File: config.mk
export PLATFORM = sky130hd
export DESIGN_NAME = if_fetch_ctrl
export DESIGN_NICKNAME = d
export VERILOG_FILES = /design/src/rtl/if_fetch_ctrl.sv
export SDC_FILE = /design/constraint.sdc
export NUM_CORES = 1
export LEC_CHECK = 0
export ABC_AREA = 1
export BUFFER_PORTS_ARGS = -buffer_cell sky130_fd_sc_hd__clkbuf_2
export CAP_MARGIN = 20
export CORE_MARGIN = 3
export CORE_UTILIZATION = 40
export DETAILED_ROUTE_END_ITERATION = 16
export GPL_ROUTABILITY_DRIVEN = 0
export PLACE_DENSITY_LB_ADDON = 0.1
export SLEW_MARGIN = 20
export SYNTH_ARGS = -nofsm -noshare
export SYNTH_HDL_FRONTEND = slang
export SYNTH_SLANG_ARGS = --single-unit
File: constraint.sdc
create_clock -name clk -period 5.21 [get_ports clk]
set_input_delay 0.521 -clock clk [delete_from_list [all_inputs] [get_ports clk]]
set_output_delay 0.521 -clock clk [all_outputs]
set_load 0.02 [all_outputs]
File: src/rtl/if_fetch_ctrl.sv
// Instruction-fetch controller: single-outstanding req/gnt/rvalid fetch, IF/ID register, 1-entry skid.
// Optional stall counter output if_stall_cnt enabled by defining IF_STALL_CNT_EN.
module if_fetch_ctrl #(
   parameter int ADDR_W = 32,
   parameter int DATA_W = 32
) (
   input  logic              clk,
   input  logic              rst,
   input  logic [ADDR_W-1:0] pc_cur,
   output logic              pc_write,
   output logic              imem_req,
   output logic [ADDR_W-1:0] imem_addr,
   input  logic              imem_gnt,
   input  logic              imem_rvalid,
   input  logic [DATA_W-1:0] imem_rdata,
   input  logic              id_stall,
   input  logic              flush,
   output logic              ifid_valid,
   output logic [DATA_W-1:0] ifid_instr,
   output logic [ADDR_W-1:0] ifid_pc,
   output logic [ADDR_W-1:0] ifid_pc4
`ifdef IF_STALL_CNT_EN
   ,output logic [31:0]      if_stall_cnt
`endif
);

   typedef enum logic [1:0] {IDLE, REQ, WAIT} state_t;

   state_t            r_state;
   logic [ADDR_W-1:0] r_addr;
   logic [ADDR_W-1:0] r_tag_pc;
   logic              r_kill;
   logic              r_skid_vld;
   logic [DATA_W-1:0] r_skid_instr;
   logic [ADDR_W-1:0] r_skid_pc;
   logic              r_ifid_valid;
   logic [DATA_W-1:0] r_ifid_instr;
   logic [ADDR_W-1:0] r_ifid_pc;
   logic [ADDR_W-1:0] r_ifid_pc4;

   logic w_req;
   logic w_accept;
   logic w_deliver;
   logic w_to_skid;

   assign w_req     = ~rst & (r_state == REQ);
   assign w_accept  = (r_state == WAIT) & imem_rvalid;
   assign w_deliver = w_accept & ~r_kill & ~flush;
   // the skid is always empty while a transaction is outstanding
   assign w_to_skid = w_deliver & r_ifid_valid & id_stall;

   assign imem_req   = w_req;
   assign imem_addr  = r_addr;
   assign pc_write   = ~rst & ((w_req & imem_gnt & ~r_kill) | flush);
   assign ifid_valid = r_ifid_valid;
   assign ifid_instr = r_ifid_instr;
   assign ifid_pc    = r_ifid_pc;
   assign ifid_pc4   = r_ifid_pc4;

   always_ff @(posedge clk) begin
      if (rst) begin
         r_state      <= IDLE;
         r_addr       <= '0;
         r_tag_pc     <= '0;
         r_kill       <= 1'b0;
         r_skid_vld   <= 1'b0;
         r_skid_instr <= '0;
         r_skid_pc    <= '0;
         r_ifid_valid <= 1'b0;
         r_ifid_instr <= '0;
         r_ifid_pc    <= '0;
         r_ifid_pc4   <= '0;
      end else begin
         // a flush holds off REQ entry one cycle so addr latches the redirected PC
         case (r_state)
            IDLE: if (~r_skid_vld & ~flush) begin
               r_state <= REQ;
               r_addr  <= pc_cur;
            end
            REQ: if (imem_gnt) begin
               r_state  <= WAIT;
               r_tag_pc <= r_addr;
            end
            WAIT: if (imem_rvalid) begin
               if (w_to_skid | flush) r_state <= IDLE;
               else begin
                  r_state <= REQ;
                  r_addr  <= pc_cur;
               end
            end
            default: r_state <= IDLE;
         endcase

         if (flush & ((r_state == REQ) | ((r_state == WAIT) & ~imem_rvalid)))
            r_kill <= 1'b1;
         else if (w_accept)
            r_kill <= 1'b0;

         if (flush) begin
            r_ifid_valid <= 1'b0;
            r_skid_vld   <= 1'b0;
         end else if (r_skid_vld) begin
            if (~id_stall) begin
               r_ifid_valid <= 1'b1;
               r_ifid_instr <= r_skid_instr;
               r_ifid_pc    <= r_skid_pc;
               r_ifid_pc4   <= r_skid_pc + ADDR_W'(4);
               r_skid_vld   <= 1'b0;
            end
         end else if (w_deliver) begin
            if (w_to_skid) begin
               r_skid_vld   <= 1'b1;
               r_skid_instr <= imem_rdata;
               r_skid_pc    <= r_tag_pc;
            end else begin
               r_ifid_valid <= 1'b1;
               r_ifid_instr <= imem_rdata;
               r_ifid_pc    <= r_tag_pc;
               r_ifid_pc4   <= r_tag_pc + ADDR_W'(4);
            end
         end else if (~id_stall) begin
            r_ifid_valid <= 1'b0;
         end
      end
   end

`ifdef IF_STALL_CNT_EN
   logic [31:0] r_stall_cnt;
   logic [1:0]  w_inc;

   // fetch-wait and decode-hold cycles both count, so one cycle may add 2
   assign w_inc = 2'((r_state != IDLE) & ~w_accept) + 2'(r_ifid_valid & id_stall);
   assign if_stall_cnt = r_stall_cnt;

   always_ff @(posedge clk) begin
      if (rst)
         r_stall_cnt <= '0;
      else if (r_stall_cnt > 32'hFFFF_FFFF - 32'(w_inc))
         r_stall_cnt <= 32'hFFFF_FFFF;
      else
         r_stall_cnt <= r_stall_cnt + 32'(w_inc);
   end
`endif

endmodule
# ---- After elaboration in Yosys (flattened, before gate mapping)
# Index checks and enable logic that the tools add are counted.
dict set report word_totals {
  word_cells 86
  input_bits 70
  ff_bits 229
  output_inout_bits 131
}
dict set report classes {
  addsub 2
  reduce_logical 11
  muxes 32
  bitwise 20
  eq_ne 10
}
# cell count
set op_table {}
lappend op_table {{32-bit 2-to-1 mux} 15}
lappend op_table {{32-bit by 3-bit adder with 32-bit output (second input constant)} 2}
lappend op_table {{32-bit case mux with 2 select lines} 1}
lappend op_table {{1-bit bitwise AND} 12}
lappend op_table {{1-bit 2-to-1 mux} 12}
lappend op_table {{2-bit != test (second input constant)} 6}
lappend op_table {{4-bit AND reduction} 3}
lappend op_table {{2-bit 2-to-1 mux} 3}
lappend op_table {{2-bit case mux with 3 select lines} 1}
lappend op_table {{3-bit AND reduction} 2}
lappend op_table {{2-bit nonzero test} 3}
lappend op_table {{1-bit inverter} 5}
lappend op_table {{3-bit != test (second input constant)} 1}
lappend op_table {{1-bit bitwise OR} 3}
lappend op_table {{2-bit by 1-bit equality test with 1-bit output (second input constant)} 1}
lappend op_table {{2-bit equality test (second input constant)} 1}
lappend op_table {{2-bit logical NOT} 1}
lappend op_table {{2-bit by 1-bit != test with 1-bit output (second input constant)} 1}
lappend op_table {{2-bit AND reduction} 1}
lappend op_table {{2-bit OR reduction} 1}

# ---- Depth between registers and ports, before layout
# Gate-level depths: netlist of run 1.
dict set report depth {
  word_depth 10
  mapped_depth 15
  depth_no_buf 14
}

# ---- Worst setup path before layout of run 1
# Ideal clock, no wire load.
dict set report synth_timing {
  kind {input port to output port}
  from {in imem_gnt}
  to {out pc_write}
  required_time_ps 4689
  setup_slack_ps 3317
  arrival_ps 1372
  n_path_buf 1
  cell_stages 5
  path_cell_list {inv_1 nor2_1 clkbuf_1 nand2_1 a21oi_1}
}
dict set report synth_via {
  elab_chain_len 4
}
# item line
set synth_lines {}
lappend synth_lines {{start: declaration} 13} ;# input logic imem_gnt,
lappend synth_lines {{1-bit bitwise AND (2 in series)} 54} ;# assign pc_write = ~rst & ((w_req & imem_gnt & ~r_kill) | flush);
lappend synth_lines {{1-bit bitwise OR} 54}
lappend synth_lines {{1-bit bitwise AND} 54}
lappend synth_lines {{end: declaration} 10} ;# output logic pc_write,
# Every way passes these cells.

# ---- Worst setup path in the final report of run 1
dict set report layout_timing {
  from {reg r_skid_vld}
  to {reg r_ifid_pc4[28] (netlist: ifid_pc4[28])}
}
dict set report layout_via {
  elab_chain_len 2
  word_cells_on_any_way 5
  cone_classes {2 x eq/ne; 1 x mux; 2 x reduce/logical}
}
# item line
set layout_lines {}
lappend layout_lines {{start: declaration} 33} ;# logic r_skid_vld;
lappend layout_lines {{start signal: assignment} 66} ;# r_skid_vld <= 1'b0;
lappend layout_lines {{start signal: assignment} 101} ;# r_skid_vld <= 1'b0;
lappend layout_lines {{start signal: assignment} 108} ;# r_skid_vld <= 1'b0;
lappend layout_lines {{2-bit != test (no source line) / 2-bit nonzero test (equally long branches)} -}
lappend layout_lines {{4-bit AND reduction (no source line)} -}
lappend layout_lines {{end signal: assignment} 107} ;# r_ifid_pc4 <= r_skid_pc + ADDR_W'(4);
lappend layout_lines {{end signal: assignment} 119} ;# r_ifid_pc4 <= r_tag_pc + ADDR_W'(4);
lappend layout_lines {{end: declaration} 39} ;# logic [ADDR_W-1:0] r_ifid_pc4;
# Parallel ways exist; a longest one is shown, timed or not.
# A chain may end at the register's enable or synchronous reset.

==> flow_metrics.py, run 1 <==
metrics = {
    "detailed_routing": {
        "firstDrtPassIters": 5,
        "drt_iter0_markers": 624,
        "wirelength_um": 25200,
        "postRouteAntennaNets": 0,
        "via_count": 8536,
        "drc": 0,
        "detail_route.wl_per_cell_um": 14.2,
        "vias_per_cell": 4.81,
    },
    "sta": {
        "relSlewSlack_pct": 30.9,
        "fin_crit_sh_pct": 53.1,
        "fin_worst_skew_ns": 0.00924,
        "fmax_ghz": 0.361,
        "setup_viol": 0,
        "tightestPinTransition_ns": 1.03,
        "grt_setup_unrepaired": "no",
        "tns_ns": 0,
        "timing.final.ws_setup_ns": 2.44,
        "drv_slew": 0,
        "hold_viol_final": 0,
        "post-route-min-period_ns": 2.77,
    },
    "cells_and_area": {
        "layout_commonest_cell": "nand2_1",
        "area_growth_pct": 19.6,
        "drive_above_1_share_pct": 20.2,
        "num_antenna_cells": 0,
        "multi_input_area_mm2": 0.00419,
        "final_cell_mix": "282 x nand2_1, 226 x dfxtp_1, 200 x clkbuf_2, 186 x nor2_1, 174 x o21ai_0",
        "instances_no_fill": 1774,
        "final_net_count": 1514,
        "nFillCells": 2375,
        "seqCellArea_mm2": 0.00455,
    },
    "power_and_ir_drop": {
        "vdd_drop_max_mv": 0.191,
        "p_leak_nw": 4.85,
        "powerDensity_mw_per_mm2": 344,
    },
    "cts": {
        "cts_setup_buffers": 0,
        "cts_buffer_depth": 3,
        "root_buffer": "clkbuf_16",
        "htree_num_levels": 1,
        "cts_resized": 0,
        "cts_sinks": 227,
        "cts-buffers-inserted": 26,
        "clk_latency_ns": 0.52,
        "ctsHoldBuffers": 0,
        "cts_tree": "built",
        "clkTransAtPathRegs_ns": 0.06,
    },
    "yosys": {
        "synth_top_family_by_area": "simple AND/OR/NAND/NOR gates",
        "async_flop_share_pct": 0,
        "synth-main-ff-cell": "dfxtp_1",
        "synth_fp_nets": 1365,
        "synth-compound-area-share_pct": 19.5,
        "yosys.area_share.xor_xnor_pct": 1.01,
        "ys_seq_area_share_pct": 47.9,
        "synthAdderAreaFrac_pct": 0.132,
        "synth_enable_flop_cells": 0,
        "synth_cells": 1294,
        "synth-seq-cells": 227,
        "netlist_area_mm2": 0.00950,
        "avgSynthCellArea_um2": 7.34,
        "synthMuxAreaShare_pct": 0,
        "ys_types": 33,
        "synthSimpleGateAreaFrac_pct": 23.5,
        "yosys_warnings": 0,
    },
    "die": {
        "core_region_area_mm2": 0.0230,
        "die-area_mm2": 0.0256,
        "fp.dieH_um": 160,
        "die_x_um": 160,
        "num_rows": 55,
        "initial_core_util_pct": 41.3,
        "io_pins": 201,
    },
    "grt": {
        "grt-ovfl-total": 0,
        "grt_max_degree": 136,
        "grt_antenna_before_repair": 0,
        "first_global_vias": 7829,
        "grt_pass1_wl_um": 41300,
        "grt_usage_pct": 19.1,
    },
    "worst_hold_path": {
        "hp-class": "input pin to flip-flop",
        "whs_path_depth": 3,
    },
    "job": {
        "maxCapViolations": 0,
    },
    "worst_setup_path": {
        "crit_arrival_ns": 3.19,
        "required_ns": 5.63,
        "crit_path_start_kind": "flip-flop",
        "cp-end-kind": "flip-flop",
        "r2r_cells": 13,
        "critPathKind": "flip-flop to flip-flop",
        "path_max_fanout": 95,
    },
    "place": {
        "port_buffers": 200,
        "post-place-ws_ns": 2.02,
        "placed_cells": 1728,
        "hpwl_um": 16500,
    },
    "outcome": {
        "run_status": "completed",
    },
}
[synthesized netlist by cell type (7+ instances only)]
cell        n  area (µm²)
nand2_1   282        1060
dfxtp_1   227        4540
nor2_1    186         698
o21ai_0   174         871
a21oi_1   114         571
inv_1      78         293
clkbuf_1   56         210
a31oi_1    35         219
nand3_1    30         150
buf_2      16        80.1
o21ai_2    12         105
xor2_1     11        96.3
buf_6      10         113
o21ai_1    10        50.1
nor2_4      8        90.1
nand2_2     7        43.8
nor2_2      7        43.8
[metal layers]
| layer | track usage (%) | up-vias | routed length, µm |
|---|---|---|---|
| met4 | 4.58 | 0 | 456 |
| met3 | 3.27 | 30 | 1540 |
| met2 | 28.2 | 241 | 10400 |
| met1 | 28.8 | 3756 | 12800 |
| met5 | 0 | - | 0 |
| li1 | - | 4509 | - |
[area by class of cell]
| cell class | count | share of cell area [%] |
|---|---|---|
| clock buffer | 41 | 6.86 |
| multi-input combinational | 896 | 36.9 |
| tap | 313 | 3.45 |
| clock inverter | 5 | 0.463 |
| timing repair buffer | 208 | 9.44 |
| sequential | 227 | 40.0 |
| inverter | 84 | 2.89 |
[sequential cells by signal, summed over array words and instances, names as in the netlist]
register,cells
r_skid_instr,32
r_skid_pc,32
ifid_valid,1
r_skid_vld,1
r_kill,1
r_tag_pc,32
imem_addr,32
ifid_pc,32
ifid_pc4,30
ifid_instr,32
r_state,2
[kinds of logic after synthesis]
family / count (synthesis)
AOI/OAI and AO/OA: 349
xor gates and xnor gates: 11
adders and majority gates: 1
buffers and inverters: 171
DFF: 227
and+or+nand+nor: 535
[through the flow]
step	power [mW]	utilization [%]	hold slack (ns)	instance area, µm²
after global placement	2.17	45.7	0.433	10500
after CTS	3.96	49.4	0.217	11400
after global routing	4.06	49.4	0.234	11400
after floorplan	2.05	-	0.424	9500
final	3.91	49.4	0.242	11400
after detailed placement	2.17	45.8	0.437	10500
[worst max-delay path, stage by stage, from the launching register on]
cell and delay [ns]:
dfxtp_4 0.38, buf_4 0.79, o21ai_1 0.23, inv_1 0.14, ha_1 0.16, nand2_1 0.10
nor2_4 0.19, nand3_2 0.16, nor2_4 0.19, nand2_1 0.07, nand2_1 0.06, nand3_1 0.06
nand2_1 0.06, inv_1 0.04
[where the power goes]
part	switching [mW]	internal [mW]	total, mW
combinational	0.208	0.0976	0.305
sequential	0.0381	1.79	1.83
clock	0.709	1.07	1.78
total	0.955	2.96	3.91
[path summary, 6_finish.rpt]
kind                                    start       endpoint  slack [ns]
worst min-delay path               pc_cur[20]  imem_addr[20]        0.24
worst min register to register  r_skid_pc[16]  r_skid_pc[16]        0.44
worst max register to register     r_skid_vld   ifid_pc4[28]        2.44
worst max-delay path               r_skid_vld   ifid_pc4[28]        2.44
(Power assumes the default switching activity.)
==> run 2, diff against run 1 <==
--- a/config.mk
+++ b/config.mk
@@ -5,7 +5,7 @@
 export SDC_FILE = /design/constraint.sdc
 export NUM_CORES = 1
 export LEC_CHECK = 0
-export ABC_AREA = 1
+export ABC_AREA = 0
 export BUFFER_PORTS_ARGS = -buffer_cell sky130_fd_sc_hd__clkbuf_2
 export CAP_MARGIN = 20
 export CORE_MARGIN = 3
==> constraint.sdc (replaced) <==
create_clock -name clk -period 2.35 [get_ports clk]
set_input_delay 0.235 -clock clk [delete_from_list [all_inputs] [get_ports clk]]
set_output_delay 0.235 -clock clk [all_outputs]
set_load 0.02 [all_outputs]
==> run 2 against run 1 <==
Effect of this change: combinational power is 88% higher; sequential power increased by 120%; sequential cell count did not move; setup slack got worse by 2.3 ns; synthesized cell count fell by 19%; sequential share of layout area decreased by 3.9 points; critical path depth fell by 6; global-route usage up 0.25 points; non-clock buffer count grew 103; first-iteration DRC count is 32% lower; critical path type unchanged.
==> flow_metrics.py, run 2 <==
metrics = {
    "grt": {
        "grt_antenna_before_repair": 0,
        "first_global_vias": 7938,
        "grt-ovfl-total": 0,
        "grt_max_degree": 95,
        "grt_pass1_wl_um": 41800,
        "grt_usage_pct": 19.3,
    },
    "sta": {
        "fin_crit_sh_pct": 94.7,
        "setup_viol": 0,
        "fin_worst_skew_ns": 0.0219,
        "fmax_ghz": 0.449,
        "post-route-min-period_ns": 2.23,
        "drv_slew": 0,
        "tightestPinTransition_ns": 0.764,
        "hold_viol_final": 0,
        "relSlewSlack_pct": 48.8,
        "whs_ns": 0.0387,
    },
    "place": {
        "port_buffers": 200,
        "hpwl_um": 17500,
        "placed_cells": 1527,
    },
    "worst_setup_path": {
        "crit_cells": 7,
        "required_ns": 2.76,
        "reg2reg_slack_ns": 0.12,
        "cp_slowest_stage_delay_ns": 0.44,
        "rr_endpoint": "ifid_pc4[23]",
        "cp_cell_sequence": "buf_2 -> nand4b_1 -> a21oi_1 -> buf_4 -> nand4_1 -> o311a_1 -> a211o_1",
        "critPathKind": "flip-flop to flip-flop",
        "r2r_cells": 7,
        "crit_family": "compound AO/OA/AOI/OAI gates",
        "regToRegStartpoint": "r_skid_vld",
        "crit_path_start_kind": "flip-flop",
        "cp_slowest_cell": "o311a_1",
        "cp-end-kind": "flip-flop",
        "critical_path_buf_inv_count": 2,
        "crit_arrival_ns": 2.64,
        "path_max_fanout": 9,
    },
    "worst_hold_path": {
        "whs_path_depth": 4,
        "hp-class": "input pin to flip-flop",
        "hp-start": "imem_rvalid",
        "hold_end": "r_state[1]",
    },
    "detailed_routing": {
        "wirelength_um": 26200,
        "drt_iter0_markers": 424,
        "drc": 0,
        "vias_per_cell": 5.12,
        "via_count": 8395,
        "detail_route.wl_per_cell_um": 16.0,
        "firstDrtPassIters": 4,
        "postRouteAntennaNets": 0,
    },
    "cts": {
        "htree_num_levels": 1,
        "clk_latency_ns": 0.53,
        "cts_buffer_depth": 3,
        "cts-buffers-inserted": 25,
        "root_buffer": "clkbuf_16",
        "cts_tree": "built",
        "cts_sinks": 227,
        "clkTransAtPathRegs_ns": 0.06,
    },
    "power_and_ir_drop": {
        "power_mw": 8.23,
        "powerDensity_mw_per_mm2": 654,
        "p_seq_share_pct": 48.1,
        "vdd_drop_max_mv": 0.429,
        "power_frac_clock_pct": 44.9,
        "p_int_mw": 6.32,
        "p_switching_mw": 1.90,
        "swShare_pct": 23.1,
        "p_leak_nw": 5.35,
        "power_frac_comb_pct": 7.0,
    },
    "job": {
        "maxCapViolations": 0,
    },
    "yosys": {
        "synth_common_cells": "227 x dfxtp_1, 182 x nor2_1, 157 x mux2i_1, 98 x nand2_1, 64 x a211oi_1",
        "synth_cells": 1052,
        "synth.most_common_cell": "dfxtp_1",
        "synth_fp_nets": 1123,
        "async_flop_share_pct": 0,
        "netlist_area_mm2": 0.00966,
        "synth_area_leaders": "dfxtp_1 47%, mux2i_1 16%, nor2_1 7.1%, a211oi_1 5.0%, nand2_1 3.8%",
        "synth_top_area_cell": "dfxtp_1",
        "yosys_warnings": 0,
        "synth-main-ff-cell": "dfxtp_1",
        "synth-seq-cells": 227,
        "synth_top_area_share_pct": 47.0,
        "ys_types": 58,
        "ys_seq_area_share_pct": 47.0,
        "avgSynthCellArea_um2": 9.18,
        "synth_enable_flop_cells": 0,
    },
    "die": {
        "die-area_mm2": 0.0261,
        "initial_core_util_pct": 40.9,
        "fp.dieH_um": 161,
        "io_pins": 201,
        "num_rows": 56,
        "die_x_um": 161,
        "core_region_area_mm2": 0.0236,
    },
    "cells_and_area": {
        "drive_above_1_share_pct": 23.4,
        "num_antenna_cells": 0,
        "layout_commonest_cell": "dfxtp_1",
        "area_growth_pct": 30.1,
        "final_net_count": 1376,
        "final_cell_mix": "226 x dfxtp_1, 199 x clkbuf_2, 180 x nor2_1, 157 x mux2i_1, 98 x nand2_1",
        "instances_no_fill": 1640,
    },
    "outcome": {
        "run_status": "completed",
    },
}
run 2: what timing repair did:
action / CTS / global route
endpoints found under the setup margin: 0 / 28
resized for setup: 0 / 6
setup buffers: 0 / 2
hold endpoints to repair: 67 / 0
hold buffers: 67 / 0
run 2: worst max-delay path by stage:
stage	slack, ns	startpoint	to
after global placement	0.09	r_skid_vld	r_skid_pc[17]
after detailed placement	0.05	r_skid_vld	r_skid_pc[8]
after floorplan	-0.49	r_skid_vld	ifid_pc4[28]
after global routing	-0.003	r_skid_vld	ifid_pc4[28]
after CTS	0.03	r_skid_vld	r_skid_pc[8]
final	0.12	r_skid_vld	ifid_pc4[23]
run 2: area by class of cell:
| cell class | count | area [µm²] |
|---|---|---|
| clock buffer | 38 | 744 |
| clock inverter | 5 | 27.5 |
| fill | 2225 | 11000 |
| inverter | 3 | 11.3 |
| multi-input combinational | 737 | 4770 |
| sequential | 227 | 4550 |
| tap | 319 | 399 |
| timing repair buffer | 311 | 2070 |
run 2: power by group through the flow:
stage / clock [mW] / sequential, mW / combinational, mW
2_1_floorplan: 0 / 4.09 / 0.236
3_3_place_gp: 0 / 4.04 / 0.485
3_5_place_dp: 0 / 4.04 / 0.488
4_1_cts: 3.80 / 3.96 / 0.576
5_1_grt: 3.94 / 3.96 / 0.624
6_report: 3.70 / 3.96 / 0.572
run 2: cell families (layout without fill, tap and decap cells):
logic type / count (synthesis) / count (layout) / share of synthesized area (%)
xor+xnor: 6 / 6 / 0.544
flops: 227 / 227 / 47.0
mux: 168 / 168 / 17.5
compound gates: 172 / 172 / 12.5
buf+inv: 89 / 357 / 4.27
fa+ha+maj: 1 / 1 / 0.129
simple gates: 389 / 390 / 17.9
run 2: tightest hold or removal path: cells and delay by family:
family / cells / cell delay, ns
AOI/OAI and AO/OA: 1 / 0.05
and+or+nand+nor: 2 / 0.09
buffers and inverters: 1 / 0.11
run 2: stage by stage:
stage,setup slack (ns),utilization [%],setup TNS (ns),cell area (µm²)
after floorplan,-0.490,-,-3.46,9710
after global placement,0.0907,47.0,0,11100
after detailed placement,0.0523,47.0,0,11100
after CTS,0.0330,53.1,0,12500
after global routing,-0.00325,53.2,-0.00325,12600
final,0.124,53.2,0,12600
run 2: per-layer routing:
metal  vias to the layer above  global-route usage, %  routed length, µm
li1                       4253                      -                  -
met2                       188                   30.9              11800
met4                         0                   4.22                470
met5                         -                      0                  0
met3                        35                   4.21               1470
met1                      3919                   26.8              12500
